### config.mk
export PLATFORM = sky130hd
export DESIGN_NAME = ps2_host_tx
export DESIGN_NICKNAME = d
export VERILOG_FILES = /design/src/rtl/ps2_host_tx.sv
export SDC_FILE = /design/constraint.sdc
export NUM_CORES = 1
export LEC_CHECK = 0
export CELL_PAD_IN_SITES_DETAIL_PLACEMENT = 1
export CELL_PAD_IN_SITES_GLOBAL_PLACEMENT = 1
export CORE_MARGIN = 10
export CORE_UTILIZATION = 40
export DETAILED_ROUTE_END_ITERATION = 8
export HOLD_SLACK_MARGIN = 0.06
export PLACE_DENSITY_LB_ADDON = 0.08
export SETUP_SLACK_MARGIN = 0.1
export SLEW_MARGIN = 20
export SYNTH_ARGS = -nofsm -noshare
export SYNTH_HDL_FRONTEND = slang
export SYNTH_SLANG_ARGS = --single-unit
### constraint.sdc
create_clock -name clock -period 2.08 [get_ports clock]
set_clock_uncertainty 0.2 [all_clocks]
set_input_delay 0.208 -clock clock [delete_from_list [all_inputs] [get_ports clock]]
set_output_delay 0.208 -clock clock [all_outputs]
set_load 0.03 [all_outputs]
### src/rtl/ps2_host_tx.sv
// PS/2 host-to-device command transmitter: clock-inhibit request-to-send,
// bits shifted out on device clock falls, device ACK checked at the end.
module ps2_host_tx #(
   parameter int INHIBIT_CYCLES     = 5000,
   parameter int START_SETUP_CYCLES = 100,
   parameter int TIMEOUT_CYCLES     = 750000
) (
   input  logic       clock,
   input  logic       resetn,
   input  logic       ps2_clk_in,
   input  logic       ps2_dat_in,
   output logic       ps2_clk_oe,
   output logic       ps2_dat_oe,
   input  logic [7:0] tx_data,
   input  logic       tx_valid,
   output logic       tx_ready,
   output logic       busy,
   output logic       tx_done,
   output logic       tx_error
);

   localparam int MAXP01 = (INHIBIT_CYCLES > START_SETUP_CYCLES) ? INHIBIT_CYCLES : START_SETUP_CYCLES;
   localparam int MAXP   = (MAXP01 > TIMEOUT_CYCLES) ? MAXP01 : TIMEOUT_CYCLES;
   localparam int CW     = (MAXP > 1) ? $clog2(MAXP) : 1;

   localparam logic [CW-1:0] INH_LAST = CW'(INHIBIT_CYCLES - 1);
   localparam logic [CW-1:0] SET_LAST = CW'(START_SETUP_CYCLES - 1);
   localparam logic [CW-1:0] TO_LAST  = CW'(TIMEOUT_CYCLES - 1);

   typedef enum logic [2:0] {IDLE, INHIBIT, START, SEND, ACK} state_t;

   state_t        state, state_n;
   logic [CW-1:0] cnt, cnt_n;
   logic [3:0]    bit_idx, bit_n;
   logic [7:0]    shift, shift_n;
   logic          parity, par_n;
   logic          dat_r, dat_n;
   logic          done_n, err_n;

   logic clk_d1, clk_d2, clk_d3;
   logic dat_d1, dat_d2;
   logic fall;

   // Synchronizers idle high to match the released (pulled-up) bus.
   always_ff @(posedge clock or negedge resetn) begin
      if (!resetn) begin
         clk_d1 <= 1'b1;
         clk_d2 <= 1'b1;
         clk_d3 <= 1'b1;
         dat_d1 <= 1'b1;
         dat_d2 <= 1'b1;
      end else begin
         clk_d1 <= ps2_clk_in;
         clk_d2 <= clk_d1;
         clk_d3 <= clk_d2;
         dat_d1 <= ps2_dat_in;
         dat_d2 <= dat_d1;
      end
   end

   assign fall = ~clk_d2 & clk_d3;

   always_ff @(posedge clock or negedge resetn) begin
      if (!resetn) begin
         state    <= IDLE;
         cnt      <= '0;
         bit_idx  <= '0;
         shift    <= '0;
         parity   <= 1'b0;
         dat_r    <= 1'b0;
         tx_done  <= 1'b0;
         tx_error <= 1'b0;
      end else begin
         state    <= state_n;
         cnt      <= cnt_n;
         bit_idx  <= bit_n;
         shift    <= shift_n;
         parity   <= par_n;
         dat_r    <= dat_n;
         tx_done  <= done_n;
         tx_error <= err_n;
      end
   end

   always_comb begin
      state_n = state;
      cnt_n   = cnt;
      bit_n   = bit_idx;
      shift_n = shift;
      par_n   = parity;
      dat_n   = dat_r;
      done_n  = 1'b0;
      err_n   = 1'b0;
      case (state)
         IDLE: begin
            if (tx_valid) begin
               shift_n = tx_data;
               par_n   = ~^tx_data;
               cnt_n   = '0;
               bit_n   = '0;
               dat_n   = 1'b0;
               state_n = INHIBIT;
            end
         end
         INHIBIT: begin
            if (cnt == INH_LAST) begin
               cnt_n   = '0;
               state_n = START;
            end else begin
               cnt_n = cnt + CW'(1);
            end
         end
         START: begin
            if (cnt == SET_LAST) begin
               cnt_n   = '0;
               bit_n   = '0;
               // Start bit stays driven until the device's first fall.
               dat_n   = 1'b1;
               state_n = SEND;
            end else begin
               cnt_n = cnt + CW'(1);
            end
         end
         SEND: begin
            if (fall) begin
               cnt_n = '0;
               bit_n = bit_idx + 4'd1;
               if (bit_idx < 4'd8) begin
                  dat_n = ~shift[bit_idx[2:0]];
               end else if (bit_idx == 4'd8) begin
                  dat_n = ~parity;
               end else begin
                  dat_n   = 1'b0;
                  state_n = ACK;
               end
            end else if (cnt == TO_LAST) begin
               dat_n   = 1'b0;
               err_n   = 1'b1;
               state_n = IDLE;
            end else begin
               cnt_n = cnt + CW'(1);
            end
         end
         ACK: begin
            if (fall) begin
               done_n  = ~dat_d2;
               err_n   = dat_d2;
               state_n = IDLE;
            end else if (cnt == TO_LAST) begin
               err_n   = 1'b1;
               state_n = IDLE;
            end else begin
               cnt_n = cnt + CW'(1);
            end
         end
         default: state_n = IDLE;
      endcase
   end

   // Line drives decode straight from state so reset releases them immediately.
   assign ps2_clk_oe = (state == INHIBIT) || (state == START);
   assign ps2_dat_oe = (state == START) || ((state == SEND) && dat_r);
   assign busy       = (state != IDLE);
   assign tx_ready   = ~busy;

endmodule

Yosys cells after proc, flatten, opt, wreduce, memory -nomap -nowiden
Index checks and enable logic that the tools add are counted.
Cells by class
  add/subtract/negate cells: 2
  multipliers: 0
  divide/modulo/power cells: 0
  magnitude comparators: 2
  equal/unequal tests: 16
  shifts and indexed selects: 0
  multiplexer cells: 35
  bitwise logic cells: 6
  reductions and logical operators: 13
Operators with widths (number)
  2-to-1 mux 20 bit: 6
  case mux 20 bit (5 select lines): 1
  2-to-1 mux 3 bit: 8
  adder 20 x 1 -> 20 bit (second input constant): 1
  equality test 20 x 13 -> 1 bit (second input constant): 1
  equality test 20 bit (second input constant): 1
  equality test 20 x 7 -> 1 bit (second input constant): 1
  case mux 3 bit (5 select lines): 1
  2-to-1 mux 1 bit: 12
  2-to-1 mux 4 bit: 3
  case mux 4 bit (3 select lines): 1
  != test 2 bit (second input constant): 5
  != test 3 bit (second input constant): 3
  AND reduction 4 bit: 2
  XNOR reduction 8 bit: 1
  equality test 3 x 2 -> 1 bit (second input constant): 2
  nonzero test 3 bit: 2
  inverter 1 bit: 5
  AND reduction 5 bit: 1
  nonzero test 5 bit: 1
  adder 4 x 1 -> 4 bit (second input constant): 1
  equality test 4 bit (second input constant): 1
  less-than comparator 3 x 4 -> 1 bit (second input constant): 1
  less-than comparator 4 bit (second input constant): 1
  11 further kinds: 12
Word-level totals
  register bits: 44
  bits in latches: 0
  memory bits (writable): 0
  ROM bits: 0
  input port bits: 13
  output and inout bits: 6
  word-level logic and storage cells: 87
  memories kept: 0

Longest topological paths before layout
Gate-level depths: netlist of the first run.
  depth in word-level cells: 6
  depth in mapped cells: 8
  gate-level depth less buffers: 7

Worst setup path before layout of the first run
Ideal clock, no wire load.
  path type: register -> register
  start: register state[1]
  end: register shift[0]
  library setup time: 125 ps
  arrival: 2119 ps
  data required time: 1755 ps
  setup slack: -364 ps
  cell stages (with the launch flop): 6
  path buffers: 2
  period minus slack after synthesis: 2444 ps
  cells stage by stage: dfrtp_1 > buf_2 > nor3_1 > and2_1 > buf_2 > mux2_2
Between the ends
  cells in the longest elaborated chain, start to end: 2
Ends and longest elaborated chain
  from (decl): line 32  | state_t state, state_n;
  from (signal assigned): line 74  | state <= state_n;
  zero test 3 bit: line 94  | case (state)
  AND reduction 2 bit (no source line)
  to (signal assigned): line 77  | shift <= shift_n;
  to (decl): line 35  | logic [7:0] shift, shift_n;
Every way passes these cells.
A chain may end at the register's enable or synchronous reset.

Final worst setup path of the first run
  start: register cnt[19]
  end: register cnt[4]
Between the ends
  cells in the longest elaborated chain, start to end: 4
  elaborated cells on any way between the ends: 9
Ends and longest elaborated chain
  from (decl): line 33  | logic [CW-1:0] cnt, cnt_n;
  from (signal assigned): line 75  | cnt <= cnt_n;
  equality test 20 bit: line 136, 149
  2-to-1 mux 20 bit
  2-to-1 mux 20 bit, on equally long branches
  case mux 20 bit (5 select lines) (*): line 94
Every way passes the cells marked *; elsewhere a longest branch is shown, timed or not. The select of a mux whose other input is x is not followed.

==> results.cfg, run 1 <==
[run_status]
status = complete, but fails checks
violations = setup timing

[sta]
max_freq_ghz = 0.4524
fin_crit_ns = 2.211
grt_setup_unrepaired = true
setup_viol = 24
drv_slew = 0
timing.final.hold_violations = 0
max_slew.worst_pin.slew_ns = 0.5819
worst_slack_ns = -0.1305
period_share = 1.063
slew_headroom = 0.6121

[setup_path]
cpPeakStageDelay_ns = 0.45
critPathArrivalTime_ns = 2.20
cp_max_fo = 5
timing.rr.start = cnt[19]
path_cells = nor4_4 > nand2_1 > o31ai_4 > o211ai_1 > buf_4 > nand2_2 > o22ai_2
crit_buf_inv = 1
crit_path_start_kind = flop
cp-end-kind = flop
critPathLaunch = cnt[19]
critPathTopFamily = compound AO/OA/AOI/OAI gates
path_class = reg2reg
crit_required_ns = 2.07
critPathSlowestCell = dfrtp_2

[place]
gp_congestion = 0.8166
port_buffers = 18
hpwl_um = 4851

[die]
dieArea_um2 = 9521
initial_utilization = 0.4090
chipWidth_um = 97.58
core_area_um2 = 5886
die_h_um = 97.58
rows = 28
ioPinCount = 19

[global_route]
grt_pass1_wl_um = 11270
grt_max_degree = 45
antenna_found_initial = 0
grtUsageTotal = 0.1437
grt_pass1_vias = 2243
grt_overflow = 0

[synth]
synth-seq-cells = 44
synth_area_leader_cell = dfrtp_1
async_flop_share = 1.000
synth_edf_count = 0
synth_cells = 230
syn_avg_cell_area_um2 = 10.47
yosysWarnings = 0
synth_top_cell_area_share = 0.4054
ys.flop_type = dfrtp_1
ys_top_cells_by_area = dfrtp_1 (41%), dfstp_2 (5.5%), mux2_2 (4.2%)
synth.distinct_cells = 55
synth_nets = 246
yosysSeqAreaShare = 0.4600
synth_area_um2 = 2407

[cts]
clk-insertion-delay-late_ns = 0.31
cts_buffers = 5
clk_pin_slew_worst_paths_ns = 0.09
cts-root-buf = clkbuf_8
cts_tree = built
ctsHtreeMaxLevel = 2
cts.path.max_buffers = 2
cts_sinks = 44

[power]
leakage_nw = 1.507
p_per_area_nw_per_um2 = 631.5
power.total_w = 0.002199
worst_ir_drop_vdd_mv = 0.4594

[routing]
wl_met1_um = 2749
via_count = 2045
wl_per_cell_um = 17.99
wl_met3_um = 127
highest_layer = met4
drc = 0
first_pass_iters = 4
drt_iter0_drc = 77
wl_met2_um = 3872
drt-total-wl_um = 6889
ant_nets = 0
viasPerCell = 5.339

[finish]
drive_above_1_share = 0.4416
num-nets-final = 323
final_core_util = 0.5916
fillers = 634
n_antenna_cell = 0
areaGrowthSynthToFinish_pct = 44.65

[min_path]
min_from = ps2_dat_in
hp-class = in2reg

[run]
cap_violations = 0
[what timing repair did]
item                                    4_1_cts  5_1_grt
hold buffers                                  1        0
endpoints found under the setup margin       30       32
setup buffers                                 7        1
pin swaps                                    13       14
endpoints found under the hold margin        39        0
cloned                                        1        0
resized for setup                            37       27
[worst paths after layout]
path	end	slack, ns	cells after the start
max	cnt[4]	-0.13	7
min	dat_d1	0.10	1
max reg2reg	cnt[4]	-0.13	7
min reg2reg	clk_d2	0.16	0
max in group asynchronous	cnt[19]	0.95	3
min in group asynchronous	shift[3]	0.30	3
[per-stage QoR]
step / area [µm²] / setup TNS [ns] / setup slack, ns / std cells / hold WS [ns]
final: 3482 / -1.604 / -0.1305 / 383 / 0.1026
after global routing: 3482 / -4.017 / -0.2432 / 383 / 0.08813
after CTS: 3373 / -0.9277 / -0.1070 / 382 / 0.09569
after detailed placement: 3058 / -2.394 / -0.2645 / 365 / 0.1286
after global placement: 3058 / -1.562 / -0.2393 / 365 / 0.1307
after floorplan: 2437 / 0 / 0.08895 / 230 / -0.2876
[synthesized netlist by cell type, types with 2 or more instances]
cell type  number
dfrtp_1        39
nor2_1         21
nand2_1        19
nand3_1        13
xor2_1         10
a21oi_1         9
mux2_2          9
xnor2_1         9
o31ai_1         8
and3_1          7
inv_1           6
dfstp_2         5
nor3_1          5
nand4_1         4
o21ai_0         4
clkbuf_1        3
ha_1            3
nand2b_1        3
nand3b_1        3
o211ai_1        3
o22ai_1         3
a31oi_1         2
and2_1          2
buf_2           2
mux2i_1         2
mux4_2          2
nand4b_1        2
nor2b_1         2
nor3b_1         2
nor4b_4         2
o21ai_1         2
[registers in the layout (all words and copies together) (netlist names)]
register	cells
cnt	20
shift	8
bit_idx	4
state	3
clk_d1	1
clk_d2	1
clk_d3	1
dat_d1	1
dat_d2	1
dat_r	1
parity	1
tx_done	1
tx_error	1
[where the power goes]
part	internal (W)	switching, W	total (W)
Clock	0.000362	0.000328	0.000691
Sequential	0.000936	0.0000888	0.00103
Combinational	0.000236	0.000247	0.000483
Total	0.00153	0.000664	0.00220
[cell usage in the layout, fill, tap and decap left out, drive strengths merged, types with 2 or more instances in the layout]
| cell type | count |
|---|---|
| a21o | 2 |
| a21oi | 10 |
| a31oi | 2 |
| and2 | 2 |
| and3 | 7 |
| buf | 59 |
| clkbuf | 7 |
| clkdlybuf4s15 | 2 |
| clkdlybuf4s50 | 13 |
| dfrtp | 39 |
| dfstp | 5 |
| ha | 3 |
| inv | 8 |
| mux2 | 9 |
| mux2i | 2 |
| mux4 | 2 |
| nand2 | 20 |
| nand2b | 3 |
| nand3 | 13 |
| nand3b | 3 |
| nand4 | 4 |
| nand4b | 2 |
| nor2 | 21 |
| nor2b | 2 |
| nor3 | 6 |
| nor3b | 3 |
| nor4 | 2 |
| nor4b | 2 |
| o211ai | 3 |
| o21ai | 6 |
| o22ai | 3 |
| o31ai | 9 |
| xnor2 | 9 |
| xor2 | 10 |
[cell families after synthesis]
| family | Yosys count | share of synthesized area |
|---|---|---|
| AO/OA/AOI/OAI | 43 | 0.1273 |
| XOR/XNOR | 19 | 0.06913 |
| adder cells (fa/ha/maj) | 3 | 0.01559 |
| buffers and inverters | 14 | 0.02755 |
| flip-flops | 44 | 0.4600 |
| multiplexers | 13 | 0.06913 |
| AND/OR/NAND/NOR | 94 | 0.2313 |
[per-layer routing]
| metal | up-vias | GRT usage |
|---|---|---|
| li1 | 975 | - |
| met1 | 1040 | 0.1617 |
| met2 | 18 | 0.2626 |
| met3 | 12 | 0.02418 |
| met4 | 0 | 0.05257 |
| met5 | - | 0 |
[cell type report]
| type | count | area (µm²) | share of cell area |
|---|---|---|---|
| inverters | 7 | 26.28 | 0.007546 |
| clock inverters | 3 | 46.29 | 0.01330 |
| flip-flops and latches | 44 | 1109 | 0.3184 |
| well taps | 75 | 93.84 | 0.02695 |
| repair buffers | 77 | 699.4 | 0.2009 |
| multi-input cells | 172 | 1439 | 0.4132 |
| clock buffers | 5 | 68.82 | 0.01976 |
Power figures use the tool's default switching activity.
==> run 2, diff against run 1 <==
- PLACE_DENSITY: default -> 0.78
- PLACE_DENSITY_LB_ADDON: 0.08 -> default
==> results.cfg, run 2 (synthesis results as in run 1) <==
[run_status]
status = complete, but fails checks
violations = setup timing

[die]
chipWidth_um = 97.58
initial_utilization = 0.4090
core_area_um2 = 5886
ioPinCount = 19
die_h_um = 97.58
rows = 28
dieArea_um2 = 9521

[routing]
first_pass_iters = 5
drc = 0
drt_iter0_drc = 229
ant_nets = 0
wl_per_cell_um = 24.15
viasPerCell = 6.057
drt-total-wl_um = 9248
via_count = 2320

[place]
dp.cells = 355
port_buffers = 18
gp_congestion = 0.8427
hpwl_um = 5003

[finish]
final-seq-area_um2 = 1110
n_antenna_cell = 0
num-nets-final = 323
drive_above_1_share = 0.4838
mostFrequentLayoutCell = buf_4
final_cells = 383
largest_reg_flops = 20
final_cell_mix = buf_4 (47), dfrtp_1 (37), nand2_1 (17)
top_register = cnt
multi_input_area_um2 = 1518
reg_top3 = cnt (20), shift (8), bit_idx (4)
final_core_util = 0.5974
areaGrowthSynthToFinish_pct = 46.05
fillers = 621

[run]
cap_violations = 0

[cts]
ctsHtreeMaxLevel = 2
clk_pin_slew_worst_paths_ns = 0.09
cts_sinks = 44
cts_tree = built
cts_buffers = 5
cts.path.max_buffers = 2
cts-root-buf = clkbuf_8
clk-insertion-delay-late_ns = 0.31

[min_path]
min_from = ps2_dat_in
hp-class = in2reg

[sta]
whs_ns = 0.09806
max_slew.worst_pin.slew_ns = 0.5765
drv_slew = 0
fin_crit_ns = 2.246
worst_slack_ns = -0.1656
grt_setup_unrepaired = true
timing.final.hold_violations = 0
max_freq_ghz = 0.4453
period_share = 1.080
slew_headroom = 0.6156
setup_viol = 25

[setup_path]
critPathLaunch = cnt[9]
crit_path_start_kind = flop
path_class = reg2reg
cp_max_fo = 6
crit_required_ns = 2.07
critPathArrivalTime_ns = 2.23
timing.rr.start = cnt[9]
path_common_cell = buf_6
path_cells = buf_6 > and3_4 > nand4b_1 > o31ai_4 > and4_4 > buf_6 > nand3b_1 > o31ai_2
cp-end-kind = flop
cpPeakStageDelay_ns = 0.42
critPathSlowestCell = dfrtp_1

[global_route]
grtUsageTotal = 0.1669
grt_pass1_wl_um = 13080
antenna_found_initial = 0
grt_overflow = 0
grt_pass1_vias = 2470
grt_max_degree = 45

[power]
p_per_area_nw_per_um2 = 627.6
worst_ir_drop_vdd_mv = 0.3448
power.total_w = 0.002206
leakage_nw = 1.498
==> run 2: cell count changes in the layout (fill, tap and decap cells not counted), sizes merged <==
cell      previous run  this run
inv                  8         7
bufinv               1         0
buf                 59        60
clkinv               0         2
clkinvlp             1         0
==> run 2: routing by layer <==
layer  up-vias  routed length, µm  part of all wire  track usage
met3        33                538             0.058      0.03485
met4         0                348             0.038      0.08166
li1        981                  -                 -            -
met2       114               4536              0.49       0.2790
met5         -                  0                 0            0
met1      1192               3824              0.41       0.1973
==> run 2: final cells by class <==
type	instances	area share
well taps	75	0.02669
flip-flops and latches	44	0.3157
clock buffers	6	0.02349
repair buffers	77	0.1922
clock inverters	2	0.002847
multi-input cells	172	0.4317
inverters	7	0.007473
==> run 2: report_power, final <==
group | switching [W] | internal (W)
combinational | 0.000302 | 0.000263
clock | 0.000320 | 0.000266
sequential | 0.000119 | 0.000938
total | 0.000740 | 0.00147
==> run 2: worst paths after layout <==
kind / to / slack [ns] / cells past startpoint
setup / recovery: cnt[11] / -0.17 / 8
hold / removal: dat_d1 / 0.1 / 1
setup reg to reg: cnt[11] / -0.17 / 8
hold reg to reg: clk_d2 / 0.16 / 0
max in group asynchronous: cnt[8] / 0.94 / 3
min in group asynchronous: bit_idx[0] / 0.32 / 3
==> run 2: timing repair <==
| action | CTS | global route |
|---|---|---|
| hold endpoints to repair | 39 | 0 |
| pin swaps | 24 | 16 |
| endpoints found under the setup margin | 28 | 34 |
| resized for setup | 35 | 53 |
| setup buffers | 11 | 7 |
| cloned | 1 | 0 |
| hold buffers | 1 | 0 |
==> run 2: through the flow <==
stage	setup WS [ns]	setup TNS, ns	area [µm²]
6_report	-0.1656	-2.099	3516
5_1_grt	-0.2359	-3.745	3516
4_1_cts	-0.07971	-0.3571	3262
3_5_place_dp	-0.1746	-2.176	2970
3_3_place_gp	-0.1119	-0.8066	2970
2_1_floorplan	0.08895	0	2437
==> run 2: critical path: cells and delay by family (launching register included) <==
family | cells | cell delay, ns
AO/OA/AOI/OAI | 2 | 0.42
buffers and inverters | 2 | 0.29
flip-flops | 1 | 0.42
AND/OR/NAND/NOR | 4 | 0.79
==> run 3, diff against run 2 <==
- CORE_MARGIN: 10 -> default
- GPL_ROUTABILITY_DRIVEN: default -> 0
==> results.cfg, run 3 (synthesis results as in run 1) <==
[finish]
final_core_util = 0.6443
num-nets-final = 330
top_register = cnt
fillers = 594
reg_top3 = cnt (20), shift (8), bit_idx (4)
largest_reg_flops = 20
areaGrowthSynthToFinish_pct = 50.99
mostFrequentLayoutCell = buf_4
final_cell_mix = buf_4 (51), dfrtp_1 (34), nand2_1 (16)
drive_above_1_share = 0.5143
n_antenna_cell = 0

[power]
p_int_w = 0.001566
p_per_area_nw_per_um2 = 641.5
p_sw_w = 0.0007656
p_seq_frac = 0.450
power.total_w = 0.002332
p_sw_frac = 0.3284
clkPwrFrac = 0.299
leakage_nw = 1.536
p_comb_frac = 0.252
worst_ir_drop_vdd_mv = 0.4131

[die]
core_area_um2 = 5642
dieArea_um2 = 6332
initial_utilization = 0.4267
die_h_um = 79.58
chipWidth_um = 79.58
rows = 27
ioPinCount = 19

[global_route]
met2_usage = 0.4786
gr-usage-met1 = 0.3499
antenna_found_initial = 0
grt_pass1_wl_um = 13330
grt_pass1_vias = 2495
grtUsageTotal = 0.2887
grt_max_degree = 45
met3_usage = 0.04914
grt.busiest_layer = met2
grt_overflow = 0

[sta]
setup_viol = 25
worst_slack_ns = -0.2499
fin_setup_tns_ns = -3.305
timing.final.hold_violations = 0
drv_slew = 0
max_slew.worst_pin.slew_ns = 0.5633
slew_headroom = 0.6245
fin_crit_ns = 2.330
period_share = 1.120
grt_setup_unrepaired = true
max_freq_ghz = 0.4292
whs_ns = 0.09413

[cts]
cts.path.max_buffers = 2
cts-root-buf = clkbuf_8
clk_pin_slew_worst_paths_ns = 0.09
cts_tree = built
cts_sinks = 44
ctsHtreeMaxLevel = 2
cts_buffers = 5
clk-insertion-delay-late_ns = 0.32

[setup_path]
critPathLaunch = cnt[18]
critPathArrivalTime_ns = 2.32
cp-end-kind = flop
crit_required_ns = 2.07
cp_max_fo = 3
crit_path_start_kind = flop
path_class = reg2reg
timing.rr.start = cnt[18]

[min_path]
min_from = ps2_dat_in
hp-class = in2reg

[routing]
drt-total-wl_um = 9696
drt_iter0_drc = 237
drc = 0
wl_per_cell_um = 25.05
via_count = 2358
first_pass_iters = 4
viasPerCell = 6.093
ant_nets = 0

[run_status]
violations = setup timing
status = complete, but fails checks

[run]
cap_violations = 0

[place]
hpwl_um = 5038
port_buffers = 18
==> run 3: worst max-delay path, stage by stage (launching register included) <==
cell and delay, ns:
dfrtp_1 0.42, nor4_4 0.37, nand2_2 0.15, nor4b_4 0.35, buf_4 0.20, a21o_4 0.15
inv_2 0.04, a311oi_1 0.34
==> run 3: what timing repair did <==
action	CTS	global route
gates cloned	0	0
hold buffers	1	0
setup endpoints to repair	30	41
resized for setup	44	57
hold endpoints to repair	39	0
setup buffers	8	8
pin swaps	23	16
==> run 3: power by group through the flow <==
stage          logic [W]  clock network, W  registers [W]
2_1_floorplan   0.000238                 0        0.00103
6_report        0.000586          0.000696        0.00105
5_1_grt         0.000620          0.000733        0.00106
4_1_cts         0.000490          0.000705        0.00102
3_5_place_dp    0.000464                 0        0.00103
3_3_place_gp    0.000436                 0        0.00102
==> run 3: path summary, 6_finish.rpt <==
| path | endpoint | slack (ns) | cells past startpoint |
|---|---|---|---|
| worst min-delay path | dat_d1 | 0.09 | 1 |
| worst max register to register | cnt[2] | -0.25 | 7 |
| max in group asynchronous | cnt[8] | 0.93 | 3 |
| worst min register to register | dat_d2 | 0.16 | 0 |
| min in group asynchronous | bit_idx[3] | 0.32 | 3 |
| worst max-delay path | cnt[2] | -0.25 | 7 |
==> run 3: routing by layer <==
| metal | routed length, µm | vias to the layer above |
|---|---|---|
| met1 | 3902 | 1208 |
| li1 | - | 998 |
| met2 | 4786 | 117 |
| met4 | 448 | 0 |
| met5 | 0 | - |
| met3 | 559 | 35 |
==> run 3: metrics by stage <==
| stage | worst slack (ns) | std cells | cell area [µm²] |
|---|---|---|---|
| floorplan | 0.08895 | 230 | 2437 |
| global placement | -0.09531 | 362 | 3054 |
| detailed placement | -0.1772 | 362 | 3054 |
| CTS | -0.06237 | 379 | 3376 |
| global route | -0.3052 | 387 | 3635 |
| finish | -0.2499 | 387 | 3635 |
==> run 3: layout make-up <==
cell class / count / area (µm²) / area share
inverter: 7 / 26.28 / 0.007229
clock buffer: 5 / 68.82 / 0.01893
multi-input combinational: 172 / 1567 / 0.4310
clock inverter: 3 / 46.29 / 0.01274
sequential: 44 / 1114 / 0.3064
timing repair buffer: 84 / 723.2 / 0.1990
tap: 72 / 90.09 / 0.02478
